[config.mk]
export PLATFORM = sky130hd
export DESIGN_NAME = ad9866_cmdq
export DESIGN_NICKNAME = d
export VERILOG_FILES = /design/src/rtl/ad9866_pkg.sv /design/src/rtl/ad9866_cmdfifo.sv /design/src/rtl/ad9866_cmdq.sv
export SDC_FILE = /design/constraint.sdc
export NUM_CORES = 1
export LEC_CHECK = 0
export BUFFER_PORTS_ARGS = -buffer_cell sky130_fd_sc_hd__clkbuf_2
export CAP_MARGIN = 25
export CORE_MARGIN = 2
export CORE_UTILIZATION = 45
export DETAILED_ROUTE_END_ITERATION = 16
export HOLD_SLACK_MARGIN = 0.12
export SETUP_SLACK_MARGIN = 0.4
export SLEW_MARGIN = 5
export SYNTH_ARGS = -nofsm -noshare
export SYNTH_HDL_FRONTEND = slang
export SYNTH_SLANG_ARGS = --single-unit
export TNS_END_PERCENT = 10
[constraint.sdc]
create_clock -name clk -period 3.3 [get_ports clk]
set_input_delay 0.495 -clock clk [delete_from_list [all_inputs] [get_ports clk]]
set_output_delay 0.495 -clock clk [all_outputs]
set_load 0.03 [all_outputs]
[src/rtl/ad9866_pkg.sv]
// ad9866_pkg -- shared definitions for the AD9866 command queue.
//   state_t    : sequencer states
//   GAIN_ADDR  : AD9866 RX PGA gain register address
//   GAIN_PREFIX: control bits placed above the 6-bit gain code
//   TIMEOUT    : clk cycles allowed for the SPI engine to assert its enable
//   CMD_W      : width of a queued command {rw, addr[4:0], data[7:0]}
//   pack_word  : builds the 16-bit instruction+data word for the SPI engine
package ad9866_pkg;

    typedef enum logic [2:0] {
        ST_IDLE,
        ST_LAUNCH,
        ST_WAIT_LOW,
        ST_WAIT_HIGH,
        ST_GAP
    } state_t;

    localparam logic [4:0]  GAIN_ADDR   = 5'h0A;
    localparam logic [1:0]  GAIN_PREFIX = 2'b01;
    localparam int unsigned TIMEOUT     = 15;
    localparam int unsigned CMD_W       = 14;

    // Read words carry no data byte; the engine shifts readback into that slot.
    function automatic logic [15:0] pack_word(input logic       rw,
                                              input logic [4:0] addr,
                                              input logic [7:0] data);
        return {rw, 2'b00, addr, (rw ? 8'h00 : data)};
    endfunction

endpackage

[src/rtl/ad9866_cmdfifo.sv]
// ad9866_cmdfifo -- synchronous command FIFO.
//   clk, reset : clock, asynchronous active-high reset
//   push, din  : write strobe and 14-bit entry {rw, addr, data}
//   pop        : read strobe; dout always presents the head entry
//   full, empty: occupancy flags
// Pushes while full and pops while empty are ignored; pointers wrap modulo DEPTH.
module ad9866_cmdfifo
    import ad9866_pkg::*;
#(
    parameter int unsigned DEPTH = 8
) (
    input  logic             clk,
    input  logic             reset,
    input  logic             push,
    input  logic [CMD_W-1:0] din,
    input  logic             pop,
    output logic [CMD_W-1:0] dout,
    output logic             full,
    output logic             empty
);

    localparam int unsigned AW = (DEPTH > 1) ? $clog2(DEPTH) : 1;

    logic [CMD_W-1:0] mem [DEPTH];
    logic [AW-1:0]    wr_ptr;
    logic [AW-1:0]    rd_ptr;
    logic [AW:0]      count;
    logic             push_ok;
    logic             pop_ok;

    assign full    = (count == (AW+1)'(DEPTH));
    assign empty   = (count == '0);
    assign push_ok = push && !full;
    assign pop_ok  = pop && !empty;
    assign dout    = mem[rd_ptr];

    always_ff @(posedge clk or posedge reset) begin
        if (reset) begin
            wr_ptr <= '0;
            rd_ptr <= '0;
            count  <= '0;
        end else begin
            if (push_ok) wr_ptr <= wr_ptr + 1'b1;
            if (pop_ok)  rd_ptr <= rd_ptr + 1'b1;
            case ({push_ok, pop_ok})
                2'b10:   count <= count + 1'b1;
                2'b01:   count <= count - 1'b1;
                default: count <= count;
            endcase
        end
    end

    // Storage needs no reset: entries are only read after being written.
    always_ff @(posedge clk) begin
        if (push_ok) mem[wr_ptr] <= din;
    end

endmodule

[src/rtl/ad9866_cmdq.sv]
// ad9866_cmdq -- queues host register commands and RX gain updates for an
// external AD9866 SPI engine, one transaction at a time.
//   clk, reset                 : clock, asynchronous active-high reset
//   cmd_valid/cmd_ready        : host command handshake
//   cmd_rw, cmd_addr, cmd_data : 1=read/0=write, register address, write data
//   gain_valid, gain           : RX gain strobe and 6-bit code (latest wins)
//   spi_start, spi_word        : one-cycle launch pulse and 16-bit word
//   spi_sen_n, spi_rdata       : engine chip-enable (low = busy), readback byte
//   rd_valid, rd_addr, rd_data : readback strobe with address and byte
//   busy                       : work in flight or pending
//   err                        : sticky engine handshake timeout
module ad9866_cmdq
    import ad9866_pkg::*;
#(
    parameter int unsigned DEPTH = 8,
    parameter int unsigned GAP   = 2
) (
    input  logic        clk,
    input  logic        reset,
    input  logic        cmd_valid,
    output logic        cmd_ready,
    input  logic        cmd_rw,
    input  logic [4:0]  cmd_addr,
    input  logic [7:0]  cmd_data,
    input  logic        gain_valid,
    input  logic [5:0]  gain,
    output logic        spi_start,
    output logic [15:0] spi_word,
    input  logic        spi_sen_n,
    input  logic [7:0]  spi_rdata,
    output logic        rd_valid,
    output logic [4:0]  rd_addr,
    output logic [7:0]  rd_data,
    output logic        busy,
    output logic        err
);

    localparam logic [7:0] TO_LAST  = 8'(TIMEOUT - 1);
    localparam logic [7:0] GAP_LAST = (GAP > 0) ? 8'(GAP - 1) : 8'd0;

    state_t           state;
    state_t           state_nxt;
    logic [7:0]       cnt;
    logic [CMD_W-1:0] fifo_head;
    logic             fifo_full;
    logic             fifo_empty;
    logic             fifo_push;
    logic             fifo_pop;
    logic             gain_pend;
    logic [5:0]       gain_q;
    logic             take_gain;
    logic             launch;
    logic             timeout;
    logic             tr_rw;
    logic [4:0]       tr_addr;
    logic [15:0]      launch_word;

    assign cmd_ready = !fifo_full;
    assign fifo_push = cmd_valid && cmd_ready;

    ad9866_cmdfifo #(
        .DEPTH (DEPTH)
    ) u_fifo (
        .clk   (clk),
        .reset (reset),
        .push  (fifo_push),
        .din   ({cmd_rw, cmd_addr, cmd_data}),
        .pop   (fifo_pop),
        .dout  (fifo_head),
        .full  (fifo_full),
        .empty (fifo_empty)
    );

    assign launch_word = gain_pend
        ? pack_word(1'b0, GAIN_ADDR, {GAIN_PREFIX, gain_q})
        : pack_word(fifo_head[13], fifo_head[12:8], fifo_head[7:0]);

    always_comb begin
        state_nxt = state;
        launch    = 1'b0;
        take_gain = 1'b0;
        fifo_pop  = 1'b0;
        spi_start = 1'b0;
        rd_valid  = 1'b0;
        timeout   = 1'b0;
        case (state)
            ST_IDLE: begin
                if ((gain_pend || !fifo_empty) && spi_sen_n) begin
                    state_nxt = ST_LAUNCH;
                    launch    = 1'b1;
                    take_gain = gain_pend;
                    fifo_pop  = !gain_pend;
                end
            end
            ST_LAUNCH: begin
                spi_start = 1'b1;
                state_nxt = ST_WAIT_LOW;
            end
            ST_WAIT_LOW: begin
                if (!spi_sen_n) begin
                    state_nxt = ST_WAIT_HIGH;
                end else if (cnt == TO_LAST) begin
                    timeout   = 1'b1;
                    state_nxt = ST_GAP;
                end
            end
            ST_WAIT_HIGH: begin
                if (spi_sen_n) begin
                    rd_valid  = tr_rw;
                    state_nxt = ST_GAP;
                end
            end
            ST_GAP: begin
                if (cnt >= GAP_LAST) state_nxt = ST_IDLE;
            end
            default: state_nxt = ST_IDLE;
        endcase
    end

    // Readback fields are gated so they read zero outside the strobe.
    assign rd_addr = rd_valid ? tr_addr   : '0;
    assign rd_data = rd_valid ? spi_rdata : '0;
    assign busy    = (state != ST_IDLE) || !fifo_empty || gain_pend;

    always_ff @(posedge clk or posedge reset) begin
        if (reset) begin
            state    <= ST_IDLE;
            cnt      <= '0;
            spi_word <= '0;
            tr_rw    <= 1'b0;
            tr_addr  <= '0;
            err      <= 1'b0;
        end else begin
            state <= state_nxt;
            if (state_nxt != state) cnt <= '0;
            else if (cnt != '1)     cnt <= cnt + 1'b1;
            if (launch) begin
                spi_word <= launch_word;
                tr_rw    <= gain_pend ? 1'b0 : fifo_head[13];
                tr_addr  <= gain_pend ? GAIN_ADDR : fifo_head[12:8];
            end
            if (timeout) err <= 1'b1;
        end
    end

    // A strobe coinciding with launch of the pending gain re-arms the flag
    // with the new code, so the update is never lost.
    always_ff @(posedge clk or posedge reset) begin
        if (reset) begin
            gain_pend <= 1'b0;
            gain_q    <= '0;
        end else if (gain_valid) begin
            gain_pend <= 1'b1;
            gain_q    <= gain;
        end else if (take_gain) begin
            gain_pend <= 1'b0;
        end
    end

endmodule

==> impl_metrics.py <==
metrics = {
    "place": {
        "place_worst_setup_slack_ps": 545.7,
        "io_buffer_count": 64,
        "place_hpwl_um": 7933,
        "routabilityCongestion": 0.8186,
    },
    "critical_path": {
        "worst-path-max-fanout": 8,
        "worst_r2r_path_depth": 10,
        "crit_type": "reg2reg",
        "cpMaxStageDelayCell": "sky130_fd_sc_hd__or4b_4",
        "arrival_ps": 3030,
        "cp.required_ps": 3640,
        "regToRegSetupSlack_ps": 610,
        "worst_setup_path_start_kind": "register",
        "crit_top_cell": "sky130_fd_sc_hd__ha_1",
        "slowest_delay_ps": 600,
        "regToRegStartpoint": "state[2]",
        "r2r_end": "u_fifo.count[3]",
        "timing.critical_path.cells": "or4b_4 -> a21oi_4 -> nand2b_4 -> inv_6 -> ha_1 -> ha_1 -> a21o_1 -> a21oi_1 -> mux2i_1 -> xnor2_1",
        "cp-end-kind": "register",
    },
    "detailed_routing": {
        "drt_pre_antenna_iters": 4,
        "drt_first_iter_violations": 240,
        "detail-route-antenna-nets": 0,
        "via_per_inst": 5.483,
        "total_number_of_vias": 3630,
        "route.detailed.drc": 0,
        "finalWirelength_um": 12570,
        "wire_per_inst_um": 18.99,
    },
    "cts": {
        "cts_inserted_buffers": 17,
        "cts_sinks": 155,
        "tritoncts": "done",
        "cts.root.buffer_cell": "sky130_fd_sc_hd__clkbuf_16",
        "cts_setup_buffers": 0,
        "max-clock-path-buffers": 2,
        "cts.clk_slew.worst_paths_ps": 60,
        "clock_latency_ps": 430,
        "depth_of_the_cts_h_tree": 4,
    },
    "sta": {
        "hold_viol": 0,
        "finalHoldWorstSlack_ps": 178.5,
        "setup-tns-final_ps": 0,
        "slew_viol_final": 0,
        "period_minus_slack_ps": 2686,
        "unrepaired_setup_endpoints_after_global_routing": "false",
        "setup_violations": 0,
        "post-route-period-util": 0.8141,
        "fin_worst_skew_ps": 6.740,
        "worstMarginPinSlew_ps": 927.3,
        "finalWorstSetupSlack_ps": 613.6,
        "max_slew_margin": 0.3818,
        "timing.fmax_mhz": 372.2,
    },
    "power_and_ir_drop": {
        "power.density_cell_area_nw_per_um2": 836.3,
        "total_chip_power_mw": 6.443,
        "worst_ir_drop_vdd_mv": 0.4500,
        "power.static_leakage_nw": 2.877,
    },
    "min_path": {
        "hold_path_class": "in2async",
    },
    "job": {
        "maximum_capacitance_violations": 0,
    },
    "global_routing": {
        "wire_length_of_the_first_global_routing_pass_um": 20200,
        "grt_max_degree": 44,
        "grt_util_all_layers": 0.1739,
        "grt_remaining_overflow": 0,
        "via_count_of_the_first_global_routing_pass": 3665,
        "antenna_found_initial": 1,
    },
    "floorplanning": {
        "die_y_um": 124.3,
        "fp.dieArea_um2": 15450,
        "core_um2": 13990,
        "rows": 43,
        "initial_core_util": 0.4655,
        "die_width_um": 124.3,
        "ios": 67,
    },
    "yosys": {
        "ys_warnings": 0,
        "asyncSetResetFlopFracSynth": 0.2774,
        "synth-edff-count": 112,
        "synthCells": 389,
        "ys_types": 53,
        "syn_avg_cell_area_um2": 16.74,
        "post_synth_instance_area_um2": 6511,
        "synth_flop_cell": "sky130_fd_sc_hd__edfxtp_1",
        "seq_area_frac_synth": 0.6818,
        "synthesized_flop_and_latch_total": 155,
    },
    "finish": {
        "multiInputGateArea_um2": 2004,
        "drive_gt1_frac": 0.3299,
        "final_net_count": 512,
        "fillCellCount": 1112,
        "layout.core_utilization": 0.5508,
        "areaGrowthSynthToFinish_pct": 18.33,
        "final-seq-area_um2": 4439,
        "antenna_cells_inserted": 0,
    },
    "status": {
        "run_status": "finished, final reports clean",
    },
}
[worst max path at each step]
stage          slack, ps             from  depth (start not counted)                to
6_report             610         state[2]                         10   u_fifo.count[3]
5_1_grt              480         state[2]                         10   u_fifo.count[3]
4_1_cts              490         state[2]                          5        rd_data[5]
3_5_place_dp         550        spi_sen_n                         11   u_fifo.count[3]
3_3_place_gp         600        spi_sen_n                         11   u_fifo.count[3]
2_1_floorplan        450  u_fifo.count[0]                          4  u_fifo.mem[0][0]
[worst max-delay path, delay by kind of cell (launching register included)]
kind	cells	cell delay [ps]
and+or+nand+nor	2	700
AOI/OAI and AO/OA	3	500
adders and majority gates	2	460
DFF	1	450
muxes	1	250
xor gates and xnor gates	1	140
buffers and inverters	1	90
[layer usage]
layer	GRT usage	wire, um	up-vias
met5	0	0	-
met4	0.06609	215	0
met3	0.05799	783	17
met2	0.2700	6070	110
met1	0.2289	5504	1827
li1	-	-	1676
[flip-flops by register name, summed over array words and instances, names as in the netlist, 3 cells and up]
name           flops
spi_word          10
gain_q             6
state              3
tr_addr            4
u_fifo.rd_ptr      3
u_fifo.wr_ptr      3
u_fifo.mem       112
cnt                8
u_fifo.count       4
[kinds of logic (layout without fill, tap and decap cells)]
group,after synthesis,in the layout,synth area share
flip-flops,155,155,0.6818
AND/OR/NAND/NOR,86,86,0.07552
multiplexers,60,60,0.1443
AO/OA/AOI/OAI,40,40,0.04362
buffers and inverters,27,119,0.01922
adder cells (fa/ha/maj),10,10,0.02037
XOR/XNOR,10,10,0.01461
other,1,2,0.0005759
[cells in the mapped netlist, types with 2 or more instances]
master | number | area (um^2)
sky130_fd_sc_hd__edfxtp_1 | 112 | 3363
sky130_fd_sc_hd__mux2_2 | 7 | 78.83
sky130_fd_sc_hd__nand2b_1 | 3 | 18.77
sky130_fd_sc_hd__nand4_1 | 3 | 18.77
sky130_fd_sc_hd__a21oi_1 | 6 | 30.03
sky130_fd_sc_hd__clkbuf_1 | 8 | 30.03
sky130_fd_sc_hd__a21o_1 | 3 | 22.52
sky130_fd_sc_hd__nand3_1 | 7 | 35.03
sky130_fd_sc_hd__xor2_1 | 3 | 26.28
sky130_fd_sc_hd__inv_1 | 8 | 30.03
sky130_fd_sc_hd__a31o_2 | 2 | 17.52
sky130_fd_sc_hd__nor4b_1 | 2 | 17.52
sky130_fd_sc_hd__o31ai_1 | 7 | 52.55
sky130_fd_sc_hd__o21ai_0 | 9 | 45.04
sky130_fd_sc_hd__o22a_1 | 2 | 17.52
sky130_fd_sc_hd__ha_1 | 9 | 112.6
sky130_fd_sc_hd__dfrtp_1 | 43 | 1076
sky130_fd_sc_hd__nor3_1 | 13 | 65.06
sky130_fd_sc_hd__nor3b_1 | 2 | 15.01
sky130_fd_sc_hd__a31oi_1 | 2 | 12.51
sky130_fd_sc_hd__buf_2 | 6 | 30.03
sky130_fd_sc_hd__and2_1 | 19 | 118.9
sky130_fd_sc_hd__xnor2_1 | 6 | 52.55
sky130_fd_sc_hd__and3_1 | 3 | 18.77
sky130_fd_sc_hd__nor2_1 | 13 | 48.80
sky130_fd_sc_hd__o211ai_1 | 2 | 15.01
sky130_fd_sc_hd__mux4_2 | 26 | 585.6
sky130_fd_sc_hd__buf_4 | 3 | 22.52
sky130_fd_sc_hd__mux2i_1 | 26 | 260.3
sky130_fd_sc_hd__nand2_1 | 11 | 41.29
[cells in the final DEF (no fill, tap or decap), types with 3 or more instances in the layout]
cell / instances
sky130_fd_sc_hd__a21o_1: 3
sky130_fd_sc_hd__a21oi_1: 6
sky130_fd_sc_hd__and2_1: 19
sky130_fd_sc_hd__and3_1: 3
sky130_fd_sc_hd__buf_4: 14
sky130_fd_sc_hd__clkbuf_16: 17
sky130_fd_sc_hd__clkbuf_2: 64
sky130_fd_sc_hd__clkinv_1: 4
sky130_fd_sc_hd__clkinv_2: 3
sky130_fd_sc_hd__clkinv_4: 3
sky130_fd_sc_hd__dfrtp_1: 43
sky130_fd_sc_hd__edfxtp_1: 112
sky130_fd_sc_hd__ha_1: 9
sky130_fd_sc_hd__inv_1: 7
sky130_fd_sc_hd__inv_6: 4
sky130_fd_sc_hd__mux2_2: 7
sky130_fd_sc_hd__mux2i_1: 26
sky130_fd_sc_hd__mux4_2: 26
sky130_fd_sc_hd__nand2_1: 11
sky130_fd_sc_hd__nand2b_1: 3
sky130_fd_sc_hd__nand3_1: 7
sky130_fd_sc_hd__nand4_1: 3
sky130_fd_sc_hd__nor2_1: 12
sky130_fd_sc_hd__nor3_1: 9
sky130_fd_sc_hd__nor3_4: 4
sky130_fd_sc_hd__o21ai_0: 9
sky130_fd_sc_hd__o31ai_1: 7
sky130_fd_sc_hd__xnor2_1: 6
sky130_fd_sc_hd__xor2_1: 3
[per-stage QoR]
stage | std cells | instance area (um^2)
floorplan | 390 | 6515
detailed placement | 630 | 7131
global placement | 630 | 7131
CTS | 662 | 7702
global route | 662 | 7705
finish | 662 | 7705
[timing repair]
item                                    4_1_cts  5_1_grt
endpoints found under the setup margin        0       13
resized for setup                             0        1
hold buffers                                  0        0
[layout make-up]
type	instances	area share
clock buffer	17	0.05521
clock inverter	15	0.01900
inverter	9	0.005034
multi-input combinational	208	0.2601
sequential	155	0.5762
tap	180	0.02923
timing repair buffer	78	0.05521
[report_power, final]
part           internal (mW)  switching [mW]
combinational          0.764            1.05
sequential              2.48           0.277
clock                   1.11           0.759
total                   4.36            2.09
Note: power is estimated with default switching activity, not from simulation.
